File: config.mk
export PLATFORM = sky130hd
export DESIGN_NAME = bf_skid_stage
export DESIGN_NICKNAME = d
export VERILOG_FILES = /design/src/rtl/bf_pkg.sv /design/src/rtl/bf_payload_reg.sv /design/src/rtl/bf_skid_stage.sv
export SDC_FILE = /design/constraint.sdc
export NUM_CORES = 1
export LEC_CHECK = 0
export CORE_ASPECT_RATIO = 0.6
export CORE_MARGIN = 8
export CORE_UTILIZATION = 40
export CTS_CLUSTER_DIAMETER = 40
export DETAILED_ROUTE_END_ITERATION = 8
export GPL_ROUTABILITY_DRIVEN = 1
export GPL_TIMING_DRIVEN = 0
export PLACE_DENSITY = 0.67
export SLEW_MARGIN = 5
export SYNTH_ARGS = -nofsm -noshare
export SYNTH_HDL_FRONTEND = slang
export SYNTH_HIERARCHICAL = 1
export SYNTH_SLANG_ARGS = --single-unit
File: constraint.sdc
create_clock -name clk_bf_skid_stage -period 2.5 [get_ports clk_bf_skid_stage]
set_input_delay 0.5 -clock clk_bf_skid_stage [delete_from_list [all_inputs] [get_ports clk_bf_skid_stage]]
set_output_delay 0.5 -clock clk_bf_skid_stage [all_outputs]
set_load 0.01 [all_outputs]
File: src/rtl/bf_pkg.sv
// Shared widths, state encoding and payload sizing for the skid pipeline stage.
// No logic of its own; zero latency.
// Backpressure: not applicable.
package bf_pkg;

   localparam int DEF_DATA_W  = 32;
   localparam int DEF_SEL_W   = 4;
   localparam int DEF_RD_W    = 5;
   localparam int DEF_SHAMT_W = 5;

   // Occupancy of the stage: main register only, or main plus skid.
   typedef enum logic [1:0] {
      EMPTY = 2'd0,
      ONE   = 2'd1,
      TWO   = 2'd2
   } state_t;

   // Packed payload layout is {op1, op2, sel, rd, shamt}.
   function automatic int payload_w(input int data_w, input int sel_w,
                                    input int rd_w, input int shamt_w);
      return 2 * data_w + sel_w + rd_w + shamt_w;
   endfunction

   localparam int PAYLOAD_W = payload_w(DEF_DATA_W, DEF_SEL_W, DEF_RD_W, DEF_SHAMT_W);

endpackage

File: src/rtl/bf_payload_reg.sv
// Payload holding register with load enable and synchronous clear.
// Latency: 1 cycle from load to q.
// Backpressure: none; holds its value whenever load is low.
module bf_payload_reg #(
   parameter int W = bf_pkg::PAYLOAD_W
) (
   input  logic         clk,
   input  logic         rst,
   input  logic         clr,
   input  logic         load,
   input  logic [W-1:0] d,
   output logic [W-1:0] q
);

   // Reset and clear both drop the content to a zero bubble; otherwise load on demand.
   always_ff @(posedge clk) begin
      if (rst || clr) begin
         q <= '0;
      end else if (load) begin
         q <= d;
      end
   end

endmodule

File: src/rtl/bf_skid_stage.sv
// Pipeline register between two stages with a 2-entry skid buffer and stall counter.
// Latency: 1 cycle input to output when empty; 1 item/cycle while out_ready is high.
// Backpressure: in_ready is registered and drops only when both entries are occupied.
module bf_skid_stage #(
   parameter int DATA_W  = bf_pkg::DEF_DATA_W,
   parameter int SEL_W   = bf_pkg::DEF_SEL_W,
   parameter int RD_W    = bf_pkg::DEF_RD_W,
   parameter int SHAMT_W = bf_pkg::DEF_SHAMT_W,
   parameter int CNT_W   = 16
) (
   input  logic               clk_bf_skid_stage,
   input  logic               rst_bf_skid_stage,
   input  logic               flush_in,
   input  logic               in_valid,
   output logic               in_ready,
   input  logic [DATA_W-1:0]  dIn1,
   input  logic [DATA_W-1:0]  dIn2,
   input  logic [SEL_W-1:0]   dIn_sel,
   input  logic [RD_W-1:0]    dIn_rd,
   input  logic [SHAMT_W-1:0] dIn_shamt,
   output logic               out_valid,
   input  logic               out_ready,
   output logic [DATA_W-1:0]  data1_out,
   output logic [DATA_W-1:0]  data2_out,
   output logic [SEL_W-1:0]   sel_out,
   output logic [RD_W-1:0]    rd_out,
   output logic [SHAMT_W-1:0] shamt_out,
   output logic [CNT_W-1:0]   stall_cnt
);
   import bf_pkg::*;

   localparam int PW = payload_w(DATA_W, SEL_W, RD_W, SHAMT_W);
   localparam logic [CNT_W-1:0] CNT_MAX = '1;

   state_t        state;
   state_t        state_nxt;
   logic          accept;
   logic          emit;
   logic          load_main;
   logic          load_skid;
   logic          main_from_skid;
   logic [PW-1:0] in_pl;
   logic [PW-1:0] main_d;
   logic [PW-1:0] main_q;
   logic [PW-1:0] skid_q;

   assign accept = in_valid & in_ready;
   assign emit   = out_valid & out_ready;
   assign in_pl  = {dIn1, dIn2, dIn_sel, dIn_rd, dIn_shamt};
   assign main_d = main_from_skid ? skid_q : in_pl;

   // Next occupancy and which holding register captures what this cycle.
   always_comb begin
      state_nxt      = state;
      load_main      = 1'b0;
      load_skid      = 1'b0;
      main_from_skid = 1'b0;
      case (state)
         EMPTY: begin
            if (accept) begin
               state_nxt = ONE;
               load_main = 1'b1;
            end
         end
         ONE: begin
            if (accept && emit) begin
               load_main = 1'b1;
            end else if (accept) begin
               state_nxt = TWO;
               load_skid = 1'b1;
            end else if (emit) begin
               state_nxt = EMPTY;
            end
         end
         TWO: begin
            // in_ready is low here, so the only event is the head leaving.
            if (emit) begin
               state_nxt      = ONE;
               load_main      = 1'b1;
               main_from_skid = 1'b1;
            end
         end
         default: state_nxt = EMPTY;
      endcase
   end

   // Occupancy register; flush turns the stage into a bubble.
   always_ff @(posedge clk_bf_skid_stage) begin
      if (rst_bf_skid_stage || flush_in) begin
         state <= EMPTY;
      end else begin
         state <= state_nxt;
      end
   end

   // Handshake outputs are registered copies of the next occupancy.
   always_ff @(posedge clk_bf_skid_stage) begin
      if (rst_bf_skid_stage || flush_in) begin
         out_valid <= 1'b0;
         in_ready  <= 1'b1;
      end else begin
         out_valid <= (state_nxt != EMPTY);
         in_ready  <= (state_nxt != TWO);
      end
   end

   // Saturating count of cycles where a valid output is held back; only reset clears it.
   always_ff @(posedge clk_bf_skid_stage) begin
      if (rst_bf_skid_stage) begin
         stall_cnt <= '0;
      end else if (out_valid && !out_ready && (stall_cnt != CNT_MAX)) begin
         stall_cnt <= stall_cnt + CNT_W'(1);
      end
   end

   bf_payload_reg #(.W(PW)) u_main (
      .clk  (clk_bf_skid_stage),
      .rst  (rst_bf_skid_stage),
      .clr  (flush_in),
      .load (load_main),
      .d    (main_d),
      .q    (main_q)
   );

   bf_payload_reg #(.W(PW)) u_skid (
      .clk  (clk_bf_skid_stage),
      .rst  (rst_bf_skid_stage),
      .clr  (flush_in),
      .load (load_skid),
      .d    (in_pl),
      .q    (skid_q)
   );

   assign {data1_out, data2_out, sel_out, rd_out, shamt_out} = main_q;

endmodule

Word level (Yosys, flattened, before mapping)
Cells that the tools add are included.

Add/subtract/negate cells: 1. Multiply operators: 0. Divide/modulo/power cells: 0. Magnitude comparators: 0. Equal/unequal tests: 4. Shift operators: 0. Multiplexer cells: 14. Bitwise logic cells: 2. Reductions and logical operators: 7.

Operator list (number): two-way mux 78 bit (1); adder 16 x 1 -> 16 bit, second input constant (1); != test 16 bit, second input constant (1); two-way mux 2 bit (5); two-way mux 1 bit (6); one-hot mux 2 bit (3 select lines) (1); logical AND 1 bit (3); one-hot mux 1 bit (3 select lines) (1); AND 1 bit (2); equality test 2 x 1 -> 1 bit, second input constant (1); equality test 2 bit, second input constant (1); zero test 2 bit (1); != test 2 bit, second input constant (1); nonzero test 2 bit (1); zero test 1 bit (1); logical OR 1 bit (1).

Flip-flop bits (word level): 176. Latch bits: 0. RAM bits: 0. Memory bits (read-only): 0. Input bits: 83. Logic and storage cells: 34. Memories kept: 0.

Logic depth before layout (Yosys ltp)
Depth after elaboration: 6. Gate-level depth with buffers: 8.

Hierarchy
Netlist, hierarchy kept.

Modules (own cells, without submodules): bf_payload_reg (instances 2, cells an instance 253, area an instance 2768.9 um2); bf_skid_stage (instances 1, cells an instance 205, area an instance 1943.1 um2).

Worst setup path after synthesis
Ideal clock, no wire load.

Path kind: reg-to-reg. Start point: register stall_cnt[0]. End point: register stall_cnt[1]. Arrival time: 1.694 ns. Data required time: 2.371 ns. Slack: 0.677 ns. Stages on the path, launching flop included: 8. Period minus slack after synthesis: 1.823 ns. Cell sequence: dfxtp_1 -> ha_1 -> nand3_1 -> o41ai_4 -> buf_6 -> buf_12 -> mux2i_1 -> nor2_1.

Word-level cells in the longest chain between the ends: 2.

Ends and longest elaborated chain: start: declaration (RTL line bf_skid_stage.sv:28) `output logic [CNT_W-1:0] stall_cnt`; start signal: assignment (RTL line bf_skid_stage.sv:112) `stall_cnt <= stall_cnt + CNT_W'(1);`; parallel branches: the longest is 2 deep, another holds adder 16 x 1 -> 16 bit.

Several ways; the timed one is not identified. A chain may end at the register's enable or synchronous reset.

Worst setup path in the final report
Start point: input port out_ready. End point: register u_main.q[66].

Word-level cells in the longest chain between the ends: 4.

Ends and longest elaborated chain: start: declaration (RTL line bf_skid_stage.sv:22) `input logic out_ready,`; AND 1 bit (RTL line bf_skid_stage.sv:48) `assign emit = out_valid & out_ready;`; two-way mux 1 bit (RTL line bf_skid_stage.sv:77) `if (emit) begin`; two-way mux 1 bit (RTL line bf_skid_stage.sv:58) `case (state)`; two-way mux 78 bit (RTL line bf_skid_stage.sv:50) `assign main_d = main_from_skid ? skid_q : in_pl;`; net main_d[66] (RTL line bf_skid_stage.sv:43) `logic [PW-1:0] main_d;`; end signal: assignment (RTL line bf_payload_reg.sv:18) `q <= '0;`; end signal: assignment (RTL line bf_payload_reg.sv:20) `q <= d;`; end: declaration (RTL line bf_payload_reg.sv:12) `output logic [W-1:0] q`.

The timed path passes the listed nets, and every way through them passes these cells.

==> summary.txt <==
Outcome
  – Status: finished, final reports clean

Floorplanning
  – Die Wd: 192.6 um
  – Row cnt: 38
  – Die footprint: 23480 sq um
  – Top Ports: 179
  – Core ar.: 18210 sq um
  – Die Height: 121.9 um
  – Starting density of the core: 41.08%

STA
  – Final min period: 2363 ps
  – Final WS setup: 136.7 ps
  – Endpoints failing hold: 0
  – RSZ-0062 raised after global routing: false
  – Setup violations, final: 0
  – Worst Clk Skew: 9.785 ps
  – Fin. max-slew vios: 0
  – Final period util: 94.53%
  – Slew headroom: 50.74%
  – Max Freq: 423.1 MHz
  – Worst hold slack: 488.3 ps
  – Least-Margin Pin Slew: 738.8 ps

Critical path
  – R2r worst-path depth: 7
  – CP max stage cell: clkdlybuf4s50_1
  – Worst setup EP type: flip-flop
  – Critical Path Sink: u_main/q[66]
  – Family with the most delay on the worst path: buffers and inverters
  – Critical path class: in2reg
  – RR Startpoint: state[1]
  – CP startpoint: out_ready
  – Startpoint Class: primary input
  – CP peak stage delay: 540 ps
  – Max FO, Critical Path: 10
  – Cell breakdown of the critical path: clkdlybuf4s50_1 -> nand3_1 -> buf_2 -> buf_2 -> mux2_2 -> mux2i_1 -> nor2_1
  – CP Depth: 7
  – R2R Setup Slk: 320 ps
  – FF-to-FF End: u_main/q[66]
  – WP buf/inv: 3
  – Critical path arrival: 2670 ps
  – Worst endpoint required time: 2800 ps
  – Most common cell on crit path: buf_2

Layout
  – FILL cells: 1638
  – Fin area: 10160 sq um
  – Nets: 992
  – Syn-to-layout area delta: 35.84%
  – Layout cells sized above 1: 16.43%
  – Utilization after layout: 55.81%
  – # diodes: 0
  – Register Area: 3523 sq um
  – Multi-input gate area: 3613 sq um

Pwr
  – Power Density: 622.0 nW/um^2
  – Sequential fraction of design power: 45.8%
  – Overall Power: 0.006321 W
  – Sw Pwr: 0.001456 W
  – Clock Power Share: 43.0%
  – Leakage power: 3.758 nW
  – Internal power: 0.004865 W
  – Comb power frac: 11.1%
  – Sw frac: 23.04%
  – Max VDD drop: 0.0004055 V

Clock tree
  – TritonCTS clock tree: yes
  – Longest Clk Path Bufs: 2
  – Clock latency on the worst-skew pair: 420 ps
  – Cts bufs inserted: 17
  – Post-cts sizing count: 0
  – Post CTS Setup Buffer Count: 0
  – Root Buffer: clkbuf_16
  – CTS Sinks: 176
  – H-tree depth: 4
  – Hold buffer count at cts: 0
  – Reg clk slew, reported paths: 60 ps

Yosys
  – Mapped Area: 7481 sq um
  – Post-synth EDFFs: 0
  – Synth warn: 6
  – Avg Inst Size Synth: 10.52 sq um
  – Top cells by area, synth: dfxtp_1 47%, mux2i_1 21%, mux2_2 12%, nor2_1 8.0%, buf_6 2.0%
  – Cell taking the most area after synthesis: dfxtp_1
  – Mapped Nets: 795
  – Sequential cell area fraction in the yosys report: 47.10%
  – Synth cell types: 38
  – Cell with the most instances after synthesis: dfxtp_1
  – Synth Instances: 711
  – Fraction of registers with async set/reset: 0%
  – Post-synth top area share: 47.10%
  – #FFs+latches synth: 176
  – Ys flop type: dfxtp_1
  – Most frequent cells after synthesis: 176 x dfxtp_1, 160 x nor2_1, 157 x mux2i_1, 79 x mux2_2, 21 x buf_2

Placement
  – Area of placed instances: 9563 sq um
  – Gp weighted congestion: 0.8030
  – Port bufs: 178
  – Hpwl dp: 14360 um
  – Dpl ws: -305.7 ps

Drt
  – Total wire length: 19600 um
  – Via count: 5591
  – Drt wl/cell: 16.91 um
  – Via-per-instance ratio: 4.824
  – Drt first pass iters: 5
  – Post-route antenna net violation count: 0
  – # DRC: 0
  – 1st-iter DRT viols: 255

Worst hold path
  – Tightest Hold Check Type: reg2reg

GRT
  – Met3 GRT Util: 5.708%
  – GR met2 Demand/Resource: 22.30%
  – Global-route wire length before repair: 30430 um
  – Pin count of the biggest net entering global routing: 17
  – GR Util met1: 24.22%
  – Initial antenna violation count: 1
  – Vias in the first global route: 5446
  – Most used routing layer: met1
  – Total gr overflow: 0
  – Gr usage total: 16.54%

Job
  – Max-Cap Viols: 0
-- sequential cells by signal, summed over array words and instances (netlist names) --
signal,count
in_ready,1
out_valid,1
stall_cnt,16
state,2
u_main/q,78
u_skid/q,78
-- worst min path at each step --
| stage | slack (ps) | from | cells after the start | endpoint |
|---|---|---|---|---|
| final | 490 | u_skid/q[38] | 2 | u_skid/q[38] |
| after global routing | 510 | u_skid/q[17] | 2 | u_skid/q[17] |
| after CTS | 490 | u_skid/q[49] | 2 | u_skid/q[49] |
| after detailed placement | 480 | u_skid/q[12] | 2 | u_skid/q[12] |
| after global placement | 470 | u_skid/q[48] | 2 | u_skid/q[48] |
| after floorplan | 460 | u_skid/q[0] | 2 | u_skid/q[0] |
-- logic make-up (layout without fill, tap and decap cells) --
logic type	Yosys count	after routing	synth area share, %
AOI/OAI and AO/OA	36	36	3.145
xor gates and xnor gates	1	1	0.1171
adders and majority gates	1	1	0.1672
buffers and inverters	52	260	4.599
DFF	176	176	47.10
muxes	236	236	32.90
and+or+nand+nor	209	209	11.98
-- power by group through the flow --
stage               logic (W)  registers (W)  clock network, W
floorplan            0.000360        0.00298                 0
global placement     0.000704        0.00296                 0
detailed placement   0.000707        0.00296                 0
CTS                  0.000712        0.00290           0.00279
global route         0.000760        0.00290           0.00292
finish               0.000705        0.00290           0.00272
-- area by class of cell --
| type | count | share of cell area, % |
|---|---|---|
| plain buffers | 48 | 3.238 |
| clock buffers | 19 | 4.359 |
| clock inverters | 11 | 1.539 |
| inverters | 4 | 0.1477 |
| multi-input cells | 483 | 35.56 |
| flip-flops and latches | 176 | 34.67 |
| well taps | 240 | 2.955 |
| repair buffers | 178 | 17.53 |
-- worst reg2reg max path, delay by kind of cell, from the launching register on --
family	cells	cell delay, ps
multiplexers	2	520
flip-flops	1	370
AND/OR/NAND/NOR	3	520
buffers and inverters	2	660
-- layer usage --
layer	share of wire, %	wire [um]
met5	0.051	10
met4	0.72	141
met3	7.7	1511
met2	39	7700
met1	52	10240
-- cells in the final DEF (no fill, tap or decap), drive strengths merged, types with 5 or more instances in the layout --
master           n
o21ai           10
o31ai            5
dfxtp          176
or3              9
clkbuf          25
mux2            79
nand3            9
nand4            5
a21oi           15
buf             42
nand2            8
mux2i          157
clkdlybuf4s50  178
inv              7
or4              5
nor2           160
-- through the flow --
stage,setup TNS (ps),cells
floorplan,0,711
global placement,-13650,1129
detailed placement,-14560,1129
CTS,0,1159
global route,0,1159
finish,0,1159
Power figures use the tool's default switching activity.
